$ cat src/rtl/data_cache.sv
// Direct-mapped write-back/write-allocate D-cache with word-wide refill/write-back FSM.
// Latency: hits serve in the request cycle; misses stall via DCacheMiss until the line is resident.
// Backpressure: each memory word waits for a one-cycle mem_gnt; mem_* outputs hold until granted.
module data_cache #(
  parameter int LINE_ADDR_LEN = 2,
  parameter int SET_ADDR_LEN  = 3,
  parameter int TAG_ADDR_LEN  = 32 - 2 - LINE_ADDR_LEN - SET_ADDR_LEN
) (
  input  logic        clk,
  input  logic        rst,
  input  logic        rd_req,
  input  logic        wr_req,
  input  logic [31:0] addr,
  input  logic [31:0] wr_data,
  output logic [31:0] rd_data,
  output logic        DCacheMiss,
  output logic        mem_req,
  output logic        mem_we,
  output logic [31:0] mem_addr,
  output logic [31:0] mem_wdata,
  input  logic [31:0] mem_rdata,
  input  logic        mem_gnt
);
  localparam int LINE_SIZE = 1 << LINE_ADDR_LEN;
  localparam int SET_SIZE  = 1 << SET_ADDR_LEN;

  typedef enum logic [1:0] {IDLE, WRITEBACK, REFILL} state_t;
  state_t state, state_nxt;

  logic [31:0]             line_data  [SET_SIZE][LINE_SIZE];
  logic [TAG_ADDR_LEN-1:0] line_tag   [SET_SIZE];
  logic [SET_SIZE-1:0]     line_valid;
  logic [SET_SIZE-1:0]     line_dirty;

  logic [LINE_ADDR_LEN-1:0] req_off;
  logic [SET_ADDR_LEN-1:0]  req_set;
  logic [TAG_ADDR_LEN-1:0]  req_tag;

  logic [SET_ADDR_LEN-1:0]  miss_set;
  logic [TAG_ADDR_LEN-1:0]  miss_tag;
  logic [TAG_ADDR_LEN-1:0]  victim_tag;
  logic [LINE_ADDR_LEN-1:0] word_cnt;

  logic req, hit, store_hit, miss_start, word_last, refill_done;
  logic unused_addr_bits;

  assign req_off = addr[LINE_ADDR_LEN+1:2];
  assign req_set = addr[LINE_ADDR_LEN+2 +: SET_ADDR_LEN];
  assign req_tag = addr[31 -: TAG_ADDR_LEN];
  assign unused_addr_bits = ^addr[1:0];

  assign req         = rd_req | wr_req;
  assign hit         = (state == IDLE) && line_valid[req_set] && (line_tag[req_set] == req_tag);
  assign store_hit   = hit & wr_req;
  assign miss_start  = (state == IDLE) & req & ~hit;
  assign word_last   = &word_cnt;
  assign refill_done = (state == REFILL) & mem_gnt & word_last;

  assign DCacheMiss = req & ~hit;
  assign rd_data    = hit ? line_data[req_set][req_off] : '0;

  always_ff @(posedge clk) begin
    if (rst) state <= IDLE;
    else     state <= state_nxt;
  end

  always_comb begin
    state_nxt = state;
    case (state)
      IDLE:      if (miss_start)
                   state_nxt = (line_valid[req_set] && line_dirty[req_set]) ? WRITEBACK : REFILL;
      WRITEBACK: if (mem_gnt && word_last) state_nxt = REFILL;
      REFILL:    if (mem_gnt && word_last) state_nxt = IDLE;
      default:   state_nxt = IDLE;
    endcase
  end

  // Memory-side outputs depend only on registered state, so they hold steady until mem_gnt.
  always_comb begin
    mem_req   = 1'b0;
    mem_we    = 1'b0;
    mem_addr  = '0;
    mem_wdata = '0;
    case (state)
      WRITEBACK: begin
        mem_req   = 1'b1;
        mem_we    = 1'b1;
        mem_addr  = {victim_tag, miss_set, word_cnt, 2'b00};
        mem_wdata = line_data[miss_set][word_cnt];
      end
      REFILL: begin
        mem_req  = 1'b1;
        mem_addr = {miss_tag, miss_set, word_cnt, 2'b00};
      end
      default: ;
    endcase
  end

  always_ff @(posedge clk) begin
    if (rst) begin
      word_cnt   <= '0;
      line_valid <= '0;
      line_dirty <= '0;
      miss_set   <= '0;
      miss_tag   <= '0;
      victim_tag <= '0;
    end else begin
      if (miss_start) begin
        miss_set   <= req_set;
        miss_tag   <= req_tag;
        victim_tag <= line_tag[req_set];
        word_cnt   <= '0;
      end
      if (state != IDLE && mem_gnt) word_cnt <= word_cnt + 1'b1;
      if (store_hit) line_dirty[req_set] <= 1'b1;
      if (refill_done) begin
        line_valid[miss_set] <= 1'b1;
        line_dirty[miss_set] <= 1'b0;
      end
    end
  end

  // Data and tag arrays carry no reset; validity alone decides whether they are meaningful.
  always_ff @(posedge clk) begin
    if (!rst) begin
      if (store_hit) line_data[req_set][req_off] <= wr_data;
      if (state == REFILL && mem_gnt) line_data[miss_set][word_cnt] <= mem_rdata;
      if (refill_done) line_tag[miss_set] <= miss_tag;
    end
  end
endmodule

$ cat config.mk
export PLATFORM = sky130hd
export DESIGN_NAME = data_cache
export DESIGN_NICKNAME = d
export VERILOG_FILES = /design/src/rtl/data_cache.sv
export SDC_FILE = /design/constraint.sdc
export NUM_CORES = 2
export LEC_CHECK = 0
export ABC_AREA = 1
export CORE_MARGIN = 4
export CORE_UTILIZATION = 39
export CTS_CLUSTER_DIAMETER = 40
export DETAILED_ROUTE_END_ITERATION = 12
export PLACE_DENSITY = 0.58
export RECOVER_POWER = 50
export SYNTH_ARGS = -nofsm -noshare
export SYNTH_HDL_FRONTEND = slang
export SYNTH_SLANG_ARGS = --single-unit
$ cat constraint.sdc
create_clock -name clk -period 7.6 [get_ports clk]
set_input_delay 1.14 -clock clk [delete_from_list [all_inputs] [get_ports clk]]
set_output_delay 1.14 -clock clk [all_outputs]
set_load 0.05 [all_outputs]
==> Word level (Yosys, flattened, before mapping) <==
Memories as Yosys holds them, arrays and structs flattened. A register that Yosys moved wholly into a read port is not among the register bits.
Cells that the tools add are included.
{ "totals": {"reg_bits": 73, "ramBits": 1224, "inputBits": 101, "output_inout_bits": 99, "elab_cells": 102, "n_memories": 2} }
{ "op_classes": {"addsub": 1, "magnitude_cmp": 8, "n_eq_ne": 6, "muxes": 47, "bitwise": 14, "n_reduce_logical": 17} }
{ "mem_list": {"columns": ["name", "depth", "width", "rd", "rd_clocked_by_memory_dff", "wr", "line_no", "rtl"], "rows": [
  ["line_data", 8, 128, 2, 1, 1, "30", "logic [31:0] line_data [SET_SIZE][LINE_SIZE];"],
  ["line_tag", 8, 25, 1, 0, 1, "31", "logic [TAG_ADDR_LEN-1:0] line_tag [SET_SIZE];"]
]} }
{ "ops": {"columns": ["op", "count"], "rows": [
  ["128-bit two-way mux", 4],
  ["32-bit two-way mux", 8],
  ["32-bit binary-select mux with 2-bit select", 2],
  ["32-bit demux with 2-bit select", 2],
  ["128-bit OR reduction", 1],
  ["32-bit one-hot mux with 2 select lines", 1],
  ["25-bit equality test", 1],
  ["8-bit two-way mux", 3],
  ["8-bit bitwise OR", 2],
  ["1-bit two-way mux", 13],
  ["2-bit two-way mux", 6],
  ["1-bit logical AND", 10],
  ["3-bit two-way mux", 3],
  ["8-bit AND", 1],
  ["3-bit by 4-bit less-than comparator with 1-bit output, second input constant", 2],
  ["8-bit inverter", 1],
  ["1-bit AND", 6],
  ["1-bit binary-select mux with 3-bit select", 2],
  ["1-bit demux with 3-bit select", 2],
  ["3-bit by 1-bit >= comparator with 1-bit output, second input constant", 2],
  ["3-bit >= comparator, second input constant", 2],
  ["3-bit by 1-bit less-than comparator with 1-bit output, second input constant", 2],
  ["2-bit inequality test, second input constant", 3],
  ["2-bit inverter with 3-bit output", 2],
  ["other kinds (11)", 12]
]} }

==> Longest topological paths before layout <==
{ "logic_depth": {"word_depth": 9, "depth_mapped": 20, "ltp_nobuf": 19} }

==> Worst setup path before layout <==
OpenSTA, ideal clock, no wires.
{ "synth_timing": {"path_type": "input to output", "start": "in addr[4]", "end": "out rd_data[25]", "arrival_ns": 3.749, "required_time_ns": 6.460, "path_slack_ns": 2.711, "cell_stages": 11, "path_buffers": 4, "cell_sequence": "inv_2 buf_2 buf_2 nor2_1 inv_1 buf_2 clkbuf_1 o22ai_1 o41ai_1 nand2_1 nor3_1"} }
{ "synth_via": {"elab_chain_cells": 5, "word_cells_on_any_way": 11, "classes_between": "1 x eq/ne; 6 x mux; 2 x reduce/logical; 2 x memory"} }
{ "synth_lines": {"columns": ["item", "line_no", "rtl"], "rows": [
  ["start: declaration", "13", "input logic [31:0] addr,"],
  ["memory 8 x 128 bit / 1-bit binary-select mux with 3-bit select (equally long branches)", null, null],
  ["32-bit binary-select mux with 2-bit select / 1-bit two-way mux (equally long branches)", "60, 53", null],
  ["32-bit two-way mux (not written as such) / 1-bit logical AND (equally long branches) (2 in series)", "60, 53", null],
  ["32-bit two-way mux *", "60", "assign rd_data = hit ? line_data[req_set][req_off] : '0;"],
  ["end: declaration", "15", "output logic [31:0] rd_data,"]
]} }
Every way passes the cells marked *; elsewhere a longest branch is shown, timed or not. The select of a mux whose other input is x is not followed.

==> Worst setup path in the final report <==
{ "layout_timing": {"start": "reg word_cnt[1]", "end": "mem line_data[2][66] (netlist bit) (data pin)"} }
{ "layout_via": {"elab_chain_cells": 8, "word_cells_on_any_way": 9, "classes_between": "2 x order compare; 4 x mux; 1 x bitwise; 2 x reduce/logical"} }
{ "layout_lines": {"columns": ["item", "line_no", "rtl"], "rows": [
  ["start: declaration", "42", "logic [LINE_ADDR_LEN-1:0] word_cnt;"],
  ["start signal: assignment", "114", "if (state != IDLE && mem_gnt) word_cnt <= word_cnt + 1'b1;"],
  ["2-bit inverter with 3-bit output (not written as such) *", "127", "if (state == REFILL && mem_gnt) line_data[miss_set][word_cnt] <= mem_rdata;"],
  ["3-bit >= comparator (not written as such) / 3-bit by 1-bit less-than comparator with 1-bit output (equally long branches)", "127", null],
  ["1-bit logical AND (not written as such)", "127", null],
  ["32-bit two-way mux (not written as such)", "127", null],
  ["32-bit demux with 2-bit select *", "127", null],
  ["128-bit two-way mux (not written as such) *", "127", null],
  ["128-bit OR reduction (no line) *", null, null],
  ["128-bit two-way mux (no line) *", null, null],
  ["end: declaration", "30", null]
]} }
Every way passes the cells marked *; elsewhere a longest branch is shown, timed or not.

==> summary.txt <==
Clk sinks: 1,300
Total track usage: 27.4%
Residual DRC count: 0
Max-Cap Viols: 23
PnR worst setup slack: 0.757 ns
FF-to-FF End: line_data[2][66]
Yosys top cell by area: edfxtp_1
TritonRoute pass-1 iters: 8
Die Wd: 394 µm
Final min period: 6.84 ns
RSZ-0062 raised after global routing: false
Slew margin rel.: -110%
Die area: 155,000 µm²
Dpl ws: 1.28 ns
Cell-internal power: 13.8 mW
TNS Setup: 0 ns
Crit-path cells: clkinv_1 -> buf_4 -> ha_1 -> o21ai_0 -> nand2_2 -> buf_4 -> inv_1 -> nand2_1 -> nand2_1 -> clkbuf_1
Switching power: 5.04 mW
Max Freq: 146 MHz
Initial Util: 39.3%
Worst-path fanout max: 39
Post-Syn Area: 58,000 µm²
Reg2reg setup slack: 0.76 ns
Core ar.: 148,000 µm²
Failing checks: max-capacitance violations, max-slew violations
CP required: 7.95 ns
Final hold violation count: 0
Synth top area share: 63.3%
Post-CTS Hold Buffers: 0
I/O pin count: 200
Ys flop type: edfxtp_1
Setup violators final: 0
Final Skew: 0.0721 ns
Yosys warnings: 0
Cells on Worst Hold Path: 2
Top-count cell post-synth: edfxtp_1
FF-to-FF path depth: 10
Input/output buffers: 195
P per Cell Area: 271 nW/µm²
Final GP Congestion: 0.846
Peak supply drop: 0.181 mV
Vias in the first global route: 45,221
CTS H-tree depth: 4
Layout area overhead: 20.1%
CP arrival: 7.20 ns
Num CTS Buffers: 185
CTS Buffer Depth: 3
Reg power frac: 42.7%
Status: finished with violations
Largest net degree at the start of global routing: 214
Final Net Count: 5,549
Largest stage delay, worst path: 1.65 ns
Synth cell types: 46
Crit path kind: register to register
Commonest cells in the netlist: 1,224 x edfxtp_1, 673 x nor2_1, 661 x nand2_1
Worst r2r src: word_cnt[1]
Post-CTS setup buffers: 0
Share of cells above drive strength 1: 11.0%
Antenna viol nets, final: 0
Worst Hold End: line_valid[0]
PostCTS Resize Cnt: 0
Sequential area share after synthesis: 66.0%
Worst skew pair latency: 0.84 ns
Max-slew violations: 664
Slew at the pin closest to its max-slew limit: 3.14 ns
Initial antenna violation count: 8
Clock power share: 46.9%
Total grt overflow: 0
Startpoint Class: register
Number of vias in the routed layout: 47,616
Via density: 6.32
Sw Ratio: 26.7%
Drt total wl: 221,000 µm
Critical path's slowest cell: dfxtp_1
Cell count after synthesis: 5,280
Seq cells post-synth: 1,300
Syn avg cell area: 11.0 µm²
CP Capture Type: register
Combinational power share: 10.4%
Root Buffer: clkbuf_16
Routed len/inst: 29.3 µm
Hold_sp: line_valid[0]
DRT iter0 DRCs: 6,331
Final worst-path cycle share: 90.0%
Global-route wire length before repair: 313,000 µm
EDFF count, synth: 1,224
Worst-path clk slew: 0.05 ns
Die H: 394 µm
Hold Crit Class: register to register
Row count: 141
CTS tree: yes
Post-detail-place hpwl: 122,000 µm
FFs w/ async S/R, synth: 0%
P_leak: 23.4 nW
Area contributors post-synth: edfxtp_1 63%, o22ai_1 5.4%, o21ai_0 5.1%
==> kinds of logic (layout without fill, tap and decap cells) <==
| kind of cell | Yosys count | count (layout) | synth area share, % |
|---|---|---|---|
| flip-flops | 1300 | 1300 | 66.0 |
| AND/OR/NAND/NOR | 1610 | 1610 | 11.3 |
| adder cells (fa/ha/maj) | 7 | 7 | 0.151 |
| AO/OA/AOI/OAI | 1728 | 1728 | 18.3 |
| buffers and inverters | 634 | 955 | 4.30 |
| other | 1 | 6 | 0.00646 |
==> area by class of cell <==
cell class	instances	area, µm²
clock inverter	148	1810
sequential	1300	38300
multi-input combinational	3347	17700
fill	13089	78100
clock buffer	200	4720
timing repair buffer	389	3950
tap	1930	2410
inverter	218	856
antenna	4	10.0
==> worst max-delay path by stage <==
stage,start,end,cells past startpoint
2_1_floorplan,addr[4],rd_data[25],11
3_3_place_gp,addr[6],rd_data[30],13
3_5_place_dp,addr[6],rd_data[30],13
4_1_cts,addr[6],rd_data[30],13
5_1_grt,word_cnt[1],line_data[1][58],10
6_report,word_cnt[1],line_data[2][66],10
==> cell usage in the layout, fill, tap and decap left out, types with 9 or more instances in the layout <==
cell type	n
a21oi_1	178
a21oi_4	32
a31oi_1	33
buf_12	58
buf_4	145
bufinv_16	21
clkbuf_1	38
clkbuf_16	186
clkdlybuf4s50_1	134
clkinv_1	22
clkinv_16	12
clkinv_2	28
clkinvlp_4	30
dfxtp_1	73
dlygate4sd3_1	26
edfxtp_1	1224
inv_1	203
inv_6	25
nand2_1	656
nand3_1	152
nand4_1	33
nor2_1	672
nor3_1	38
o211ai_1	56
o21ai_0	591
o21ai_1	22
o21bai_1	9
o221ai_1	147
o22ai_1	505
o311ai_0	15
o41ai_1	106
or2_2	31
==> through the flow <==
stage	hold slack [ns]	power [mW]	cell area, µm²	instances	util (%)
3_3_place_gp	0.436	10.1	63300	7184	42.8
6_report	0.457	18.9	69700	7536	47.2
2_1_floorplan	0.426	9.35	58000	5281	-
5_1_grt	0.475	19.4	69700	7532	47.2
3_5_place_dp	0.448	10.1	63300	7184	42.8
4_1_cts	0.457	18.9	69900	7532	47.3
==> sequential cells by signal, summed over array words and instances (netlist names), named ones only <==
name and cells:
state 2, line_dirty 8, word_cnt 2, line_data 1024
miss_tag 25, line_valid 8, line_tag 200, victim_tag 25
miss_set 3
==> critical path, delay by kind of cell (launching register included) <==
| kind | cells | cell delay [ns] |
|---|---|---|
| and+or+nand+nor | 3 | 0.31 |
| adders and majority gates | 1 | 0.29 |
| buffers and inverters | 5 | 3.77 |
| DFF | 1 | 1.65 |
| AOI/OAI and AO/OA | 1 | 0.22 |
==> layer usage <==
layer | vias to the layer above | share of wire, % | GRT usage, %
li1 | 20219 | - | -
met1 | 23013 | 38 | 36.2
met2 | 3625 | 45 | 42.8
met3 | 757 | 13 | 6.36
met4 | 2 | 5.3 | 13.3
met5 | - | 0.0045 | 0
==> power groups by stage <==
stage               logic, mW  registers, mW  clock network, mW
CTS                      1.91           8.06               8.93
global route             2.08           8.07               9.27
floorplan                1.18           8.17                  0
global placement         1.88           8.20                  0
finish                   1.96           8.06               8.86
detailed placement       1.91           8.20                  0
(Power assumes the default switching activity.)
